### src/rtl/regfile_sb.sv
// Integer register file with write-to-read bypass, per-register pending scoreboard
// and a one-entry-per-cycle clear engine that runs after reset or on request.
module regfile_sb #(
  parameter int unsigned XLEN     = 32,
  parameter int unsigned NREGS    = 32,
  parameter int unsigned AW       = 5,
  parameter int unsigned ZERO_REG = 1,
  parameter int unsigned BYPASS   = 1
) (
  input  logic            clk,
  input  logic            resetn,
  input  logic            clear_req,
  output logic            busy,
  input  logic [AW-1:0]   rs1_addr,
  input  logic [AW-1:0]   rs2_addr,
  output logic [XLEN-1:0] rd1,
  output logic [XLEN-1:0] rd2,
  output logic            pend1,
  output logic            pend2,
  input  logic            iss_valid,
  input  logic [AW-1:0]   iss_addr,
  input  logic            we,
  input  logic [AW-1:0]   wr_addr,
  input  logic [XLEN-1:0] wd
);

  typedef enum logic [0:0] {StClear, StIdle} state_e;

  localparam logic [AW-1:0] LastIdx = AW'(NREGS - 1);

  state_e             state_q;
  logic               busy_q;
  logic [AW-1:0]      clr_idx_q;
  logic [NREGS-1:0]   pend_q, pend_d;
  logic [XLEN-1:0]    mem [NREGS];
  logic               wr_fire, iss_fire;
  logic               hit1, hit2;

  function automatic logic addr_ok(input logic [AW-1:0] a);
    return (32'(a) < NREGS) && !((ZERO_REG != 0) && (a == '0));
  endfunction

  assign wr_fire  = we && (state_q == StIdle) && addr_ok(wr_addr);
  assign iss_fire = iss_valid && (state_q == StIdle) && addr_ok(iss_addr);
  assign busy     = busy_q;

  // Issue is applied after the write so a same-edge new producer keeps the bit set.
  always_comb begin
    pend_d = pend_q;
    if (state_q == StIdle) begin
      if (clear_req) begin
        pend_d = '0;
      end else begin
        if (wr_fire)  pend_d[wr_addr]  = 1'b0;
        if (iss_fire) pend_d[iss_addr] = 1'b1;
      end
    end
  end

  always_ff @(posedge clk or negedge resetn) begin
    if (!resetn) begin
      state_q   <= StClear;
      busy_q    <= 1'b1;
      clr_idx_q <= '0;
      pend_q    <= '0;
    end else begin
      pend_q <= pend_d;
      unique case (state_q)
        StClear: begin
          clr_idx_q <= clr_idx_q + 1'b1;
          if (clr_idx_q == LastIdx) begin
            state_q   <= StIdle;
            busy_q    <= 1'b0;
            clr_idx_q <= '0;
          end
        end
        StIdle: begin
          if (clear_req) begin
            state_q   <= StClear;
            busy_q    <= 1'b1;
            clr_idx_q <= '0;
          end
        end
        default: begin
          state_q <= StClear;
          busy_q  <= 1'b1;
        end
      endcase
    end
  end

  // Storage has no reset; the clear engine is the only way it reaches a known state.
  always_ff @(posedge clk) begin
    if (state_q == StClear) begin
      mem[clr_idx_q] <= '0;
    end else if (wr_fire) begin
      mem[wr_addr] <= wd;
    end
  end

  assign hit1 = (BYPASS != 0) && wr_fire && (wr_addr == rs1_addr);
  assign hit2 = (BYPASS != 0) && wr_fire && (wr_addr == rs2_addr);

  always_comb begin
    rd1   = '0;
    pend1 = 1'b0;
    if (!busy_q && addr_ok(rs1_addr)) begin
      if (hit1) begin
        rd1 = wd;
      end else begin
        rd1   = mem[rs1_addr];
        pend1 = pend_q[rs1_addr];
      end
    end
  end

  always_comb begin
    rd2   = '0;
    pend2 = 1'b0;
    if (!busy_q && addr_ok(rs2_addr)) begin
      if (hit2) begin
        rd2 = wd;
      end else begin
        rd2   = mem[rs2_addr];
        pend2 = pend_q[rs2_addr];
      end
    end
  end

endmodule
### config.mk
export PLATFORM = sky130hd
export DESIGN_NAME = regfile_sb
export DESIGN_NICKNAME = d
export VERILOG_FILES = /design/src/rtl/regfile_sb.sv
export SDC_FILE = /design/constraint.sdc
export NUM_CORES = 1
export LEC_CHECK = 0
export CORE_MARGIN = 2
export CORE_UTILIZATION = 60
export DETAILED_ROUTE_END_ITERATION = 6
export MAX_ROUTING_LAYER = met4
export PLACE_DENSITY_LB_ADDON = 0.08
export SLEW_MARGIN = 10
export SYNTH_ARGS = -nofsm -noshare
export SYNTH_HDL_FRONTEND = slang
export SYNTH_SLANG_ARGS = --single-unit
export TNS_END_PERCENT = 100
### constraint.sdc
create_clock -name clk -period 6.1 [get_ports clk]
set_input_delay 1.83 -clock clk [delete_from_list [all_inputs] [get_ports clk]]
set_output_delay 1.83 -clock clk [all_outputs]
set_load 0.1 [all_outputs]
==> results.json, run 1 <==
{
  "dpl.cell_count": 4084,
  "run_status": "finished, final reports clean",
  "drt_pass1_iterations": 6,
  "number_of_instances_in_the_synthesized_netlist": 2877,
  "drt_drc_violations_left": 0,
  "cts_tree": "done",
  "power.density_cell_area_nw_per_um2": 357,
  "antenna_found_initial": 4,
  "drv_cap": 0,
  "max_slew_margin_vs_limit_pct": 17.0,
  "post_drt_wl_per_cell_um": 37.9,
  "die-area_um2": 86200,
  "grt_max_degree": 51,
  "post_synth.cell_area_avg_um2": 17.5,
  "final_layout_size_suffix_gt1_share_pct": 29.8,
  "grt_pass1_wl_um": 234000,
  "first_global_vias": 33695,
  "max_slew.worst_pin.slew_ps": 1240,
  "initial_utilization_pct": 60.4,
  "cp-start-kind": "input port",
  "ff2ff_path_depth": 6,
  "timing.critical_path.required_ps": 4270,
  "setup_tns_ps": 0,
  "regToRegStartpoint": "state_q",
  "place.gp.congestion": 0.987,
  "synth_seq_area_share_pct": 63.0,
  "crit_path_max_fanout": 15,
  "area.sequential_um2": 31700,
  "crit_path_top_delay_cell": "sky130_fd_sc_hd__clkdlybuf4s50_1",
  "die_w_um": 294,
  "timing.critical_path.from": "wr_addr[4]",
  "worstHoldEndpoint": "pend_q[3]",
  "crit_path_frequent_cell": "sky130_fd_sc_hd__buf_12",
  "finalSetupViolations": 0,
  "final_period_minus_worst_setup_slack_ps": 6060,
  "synth_top_flop_cell": "sky130_fd_sc_hd__edfxtp_1",
  "drv_slew": 0,
  "finalClockSkew_ps": 21.7,
  "timing.critical_path.slowest_cell_delay_ps": 480,
  "track_usage_pct": 39.5,
  "die_h_um": 294,
  "ys_ff_latch": 1063,
  "vdd_drop_max_uv": 309,
  "finalNonFillerCells": 4293,
  "final-hold-violation-count": 0,
  "clock_sink_count": 1063,
  "grt_setup_unrepaired": "false",
  "crit-reg2reg-capture": "mem[3][29]",
  "post-route-period-util_pct": 99.4,
  "num-fill-cells": 5139,
  "htree_levels": 3,
  "cts-root-buf": "sky130_fd_sc_hd__clkbuf_16",
  "total_power_mw": 21.1,
  "clock_tree.buffer_depth": 3,
  "finalNetCount": 3175,
  "setup.worst_path.end_class": "output port",
  "ys_async_sr_fraction_pct": 3.67,
  "layout.cells.most_common": "sky130_fd_sc_hd__edfxtp_1",
  "rows": 106,
  "leakage_nw": 19.8,
  "globalRouteOverflowTotal": 0,
  "dp_hpwl_um": 104000,
  "synth_edf_count": 1024,
  "floorplan.core_area_um2": 83300,
  "number_of_warnings_issued_by_yosys": 0,
  "most-common-layout-cells": "1024 x sky130_fd_sc_hd__edfxtp_1, 396 x sky130_fd_sc_hd__mux4_2, 271 x sky130_fd_sc_hd__mux2i_1",
  "max_freq_mhz": 165,
  "port_buffers": 123,
  "arrival_time_worst_endpoint_ps": 4230,
  "detail_route.vias_per_cell": 7.72,
  "netlist_area_um2": 50300,
  "clock_insertion_delay_worst_skew_ps": 680,
  "area_delta_synth_final_pct": 17.1,
  "holdCritStartpoint": "pend_q[3]",
  "io_pins": 124,
  "critical_path_class": "input port to output port",
  "routed_wl_um": 163000,
  "yosysUniqueCellTypes": 68,
  "area_of_combinational_cells_with_multiple_inputs_um2": 17800,
  "syn_nets": 2936,
  "route.antenna.remaining_nets": 0,
  "vias": 33152,
  "type_of_the_tightest_min_delay_check": "flop to flop",
  "cts_inserted_buffers": 108,
  "timing.hold.worst_path_depth": 1,
  "flop2flop_setup_slack_ps": 2720,
  "post-route-util_pct": 70.8,
  "clk_pin_slew_ps": 60,
  "worstPathCellList": "clkdlybuf4s50_1 -> or3_4 -> o31ai_4 -> nor4_4 -> buf_4 -> buf_12 -> nor4_1 -> a221o_1 -> buf_12",
  "drtIter0Drc": 4842
}
-- worst max-delay path: cells and delay by family --
kind | cells | cell delay, ps
simple gates | 3 | 850
buf+inv | 4 | 1030
compound gates | 2 | 510
-- synth_stat cells, types with 31 or more instances --
master,number,area [um2]
sky130_fd_sc_hd__nor2_1,131,492
sky130_fd_sc_hd__o22ai_1,184,1150
sky130_fd_sc_hd__dfrtp_1,38,951
sky130_fd_sc_hd__a221o_1,62,621
sky130_fd_sc_hd__a21oi_1,79,395
sky130_fd_sc_hd__nor3_1,39,195
sky130_fd_sc_hd__and2_1,37,231
sky130_fd_sc_hd__buf_2,85,425
sky130_fd_sc_hd__mux4_2,396,8920
sky130_fd_sc_hd__o221ai_1,124,1090
sky130_fd_sc_hd__edfxtp_1,1024,30700
sky130_fd_sc_hd__mux2i_1,271,2710
sky130_fd_sc_hd__nor4_1,31,194
sky130_fd_sc_hd__clkbuf_1,122,458
-- repair_timing --
action,CTS,global route
pin swaps,0,1
gates resized for setup,5,8
endpoints found under the setup margin,3,42
gates cloned,0,0
setup buffers,0,2
hold buffers,0,0
-- layer usage --
layer | track usage [%] | part of all wire [%] | vias to the layer above
met1 | 50.1 | 34 | 17003
met3 | 10.4 | 13 | 630
li1 | - | - | 12916
met4 | 20.2 | 6.3 | 0
met5 | - | 0 | -
met2 | 59.5 | 47 | 2603
-- kinds of logic (layout without fill, tap and decap cells) --
logic type	Yosys count	after routing	share of synthesized area [%]
buffers and inverters	255	587	2.27
AND/OR/NAND/NOR	324	324	3.23
other	0	4	0
multiplexers	668	668	23.1
XOR/XNOR	12	12	0.209
flip-flops	1063	1063	63.0
adder cells (fa/ha/maj)	2	2	0.0497
AO/OA/AOI/OAI	553	553	8.06
-- state kept, by name (all words and copies together) (netlist names) --
signal     cells
mem         1024
pend_q        32
clr_idx_q      5
busy           1
state_q        1
-- power breakdown --
| part | total (mW) | switching [mW] | internal [mW] |
|---|---|---|---|
| sequential | 9.37 | 0.424 | 8.94 |
| combinational | 5.03 | 3.22 | 1.81 |
| clock | 6.66 | 2.84 | 3.82 |
| total | 21.1 | 6.48 | 14.6 |
-- worst max path at each step --
stage	endpoint	slack [ps]	cells past startpoint
finish	rd1[0]	40	9
global route	rd1[0]	1	9
CTS	rd1[1]	10	9
detailed placement	rd1[26]	-210	8
global placement	rd1[26]	-210	8
floorplan	rd2[30]	150	8
-- metrics by stage --
step,setup slack [ps],area (um2),hold slack [ps]
final,38.1,58900,510
after global routing,1.24,58900,529
after CTS,11.0,58900,508
after detailed placement,-210,55300,492
after global placement,-211,55300,482
after floorplan,152,50300,466
-- area by class of cell --
cell class	count	area share, %
Antenna cell	4	0.0170
Clock buffer	128	4.79
Clock inverter	75	1.25
Inverter	10	0.0637
Multi-Input combinational cell	1559	30.3
Sequential cell	1063	53.8
Tap cell	1080	2.29
Timing Repair Buffer	374	7.50
No activity file was read; power rests on OpenSTA's default activity.
==> run 2: changes to the inputs <==
- CORE_UTILIZATION: 60 -> 30
==> results.json, run 2 (synthesized netlist as in run 1, its figures left out) <==
{
  "timing.critical_path.required_ps": 4270,
  "path_delay_family": "buffers and inverters",
  "stdcell_area_um2": 62100,
  "floorplan.core_area_um2": 167000,
  "final_layout_size_suffix_gt1_share_pct": 32.2,
  "grt_max_degree": 45,
  "antenna_found_initial": 8,
  "critical_path_class": "input port to output port",
  "area.sequential_um2": 31700,
  "drv_cap": 0,
  "die_h_um": 414,
  "finalSetupViolations": 0,
  "largestRegisters": "mem (1024), pend_q (32), clr_idx_q (5)",
  "drtIter0Drc": 3467,
  "layout.cells.most_common": "sky130_fd_sc_hd__edfxtp_1",
  "drt_drc_violations_left": 0,
  "grt_setup_unrepaired": "false",
  "largest-register": "mem",
  "drv_slew": 0,
  "vias": 32302,
  "initial_utilization_pct": 30.2,
  "post-route-util_pct": 37.2,
  "detailedPlace.worstSlack_ps": -476,
  "drt_pass1_iterations": 6,
  "setup_tns_ps": 0,
  "route.antenna.remaining_nets": 0,
  "finalNonFillerCells": 5552,
  "max_freq_mhz": 164,
  "grt_pass1_wl_um": 271000,
  "area_delta_synth_final_pct": 23.4,
  "final.setup.worst_slack_ps": 19.5,
  "crit_path_frequent_cell": "sky130_fd_sc_hd__buf_12",
  "max_slew_margin_vs_limit_pct": 6.93,
  "die-area_um2": 171000,
  "rows": 150,
  "largest_register_ff_count": 1024,
  "type_of_the_tightest_min_delay_check": "flop to flop",
  "routed_wl_um": 197000,
  "final_period_minus_worst_setup_slack_ps": 6080,
  "most-common-layout-cells": "1024 x sky130_fd_sc_hd__edfxtp_1, 396 x sky130_fd_sc_hd__mux4_2, 279 x sky130_fd_sc_hd__buf_4",
  "clk_pin_slew_ps": 60,
  "cp-start-kind": "input port",
  "num-fill-cells": 15316,
  "run_status": "finished, final reports clean",
  "area_of_combinational_cells_with_multiple_inputs_um2": 17900,
  "cts_inserted_buffers": 121,
  "globalRouteOverflowTotal": 0,
  "finalClockSkew_ps": 38.6,
  "clock_sink_count": 1063,
  "setup.worst_path.end_class": "output port",
  "port_buffers": 123,
  "io_pins": 124,
  "finalNetCount": 3307,
  "cts.hold.buffers_added": 0,
  "max_slew.worst_pin.slew_ps": 1390,
  "arrival_time_worst_endpoint_ps": 4250,
  "detailed_place.area_um2": 58000,
  "track_usage_pct": 23.5,
  "final-hold-violation-count": 0,
  "place.gp.congestion": 0.833,
  "htree_levels": 3,
  "detail_route.vias_per_cell": 5.82,
  "power.density_cell_area_nw_per_um2": 353,
  "vdd_drop_max_uv": 250,
  "dpl.cell_count": 5322,
  "cts_tree": "done",
  "path_buf_inv": 6,
  "dp_hpwl_um": 126000,
  "post_drt_wl_per_cell_um": 35.4,
  "die_w_um": 414,
  "clock_insertion_delay_worst_skew_ps": 750,
  "cts-root-buf": "sky130_fd_sc_hd__clkbuf_16",
  "worstPathCellList": "buf_8 -> buf_16 -> buf_12 -> nand2b_2 -> buf_12 -> o22ai_1 -> buf_4 -> nor4_4 -> a221o_1 -> buf_12",
  "crit_path_top_delay_cell": "sky130_fd_sc_hd__nor4_4",
  "clock_tree.buffer_depth": 3,
  "post-route-period-util_pct": 99.7,
  "leakage_nw": 20.8,
  "crit_path_max_fanout": 19,
  "timing.critical_path.slowest_cell_delay_ps": 490,
  "first_global_vias": 33382
}
-- run 2: worst paths after layout --
| check | slack [ps] | startpoint | end | cells past startpoint |
|---|---|---|---|---|
| setup reg to reg | 3060 | state_q | mem[31][19] | 6 |
| hold / removal | 520 | pend_q[31] | pend_q[31] | 1 |
| setup / recovery | 20 | rs1_addr[0] | rd1[25] | 10 |
| min in group asynchronous | 1220 | resetn | state_q | 1 |
| max in group asynchronous | 4260 | resetn | pend_q[17] | 1 |
| hold reg to reg | 520 | pend_q[31] | pend_q[31] | 1 |
-- run 2: per-layer routing --
| layer | up-vias | GRT usage, % | wire length (um) |
|---|---|---|---|
| met1 | 17584 | 30.5 | 82500 |
| met5 | - | - | 0 |
| met2 | 1227 | 38.2 | 97000 |
| met4 | 0 | 7.35 | 6180 |
| li1 | 13190 | - | - |
| met3 | 301 | 3.23 | 11200 |
-- run 2: per-stage QoR --
stage	power, mW	hold slack (ps)
after global placement	14.7	492
after CTS	22.1	525
after global routing	22.6	554
after floorplan	12.2	466
final	21.9	521
after detailed placement	14.8	512
-- run 2: cell type report --
cell class | count | share of cell area [%]
sequential | 1063 | 51.1
multi-input combinational | 1559 | 28.8
timing repair buffer | 493 | 9.41
clock buffer | 155 | 5.15
tap | 2204 | 4.44
clock inverter | 67 | 1.11
inverter | 10 | 0.0604
antenna | 1 | 0.00403
-- run 2: timing repair --
item	CTS	global route
gates resized for setup	6	14
gates cloned	1	0
pin swaps	4	7
setup buffers	1	5
setup endpoints to repair	32	42
-- run 2: power by group --
part | internal [mW] | switching [mW]
combinational | 1.94 | 3.41
sequential | 8.93 | 0.398
clock | 4.22 | 3.02
total | 15.1 | 6.83
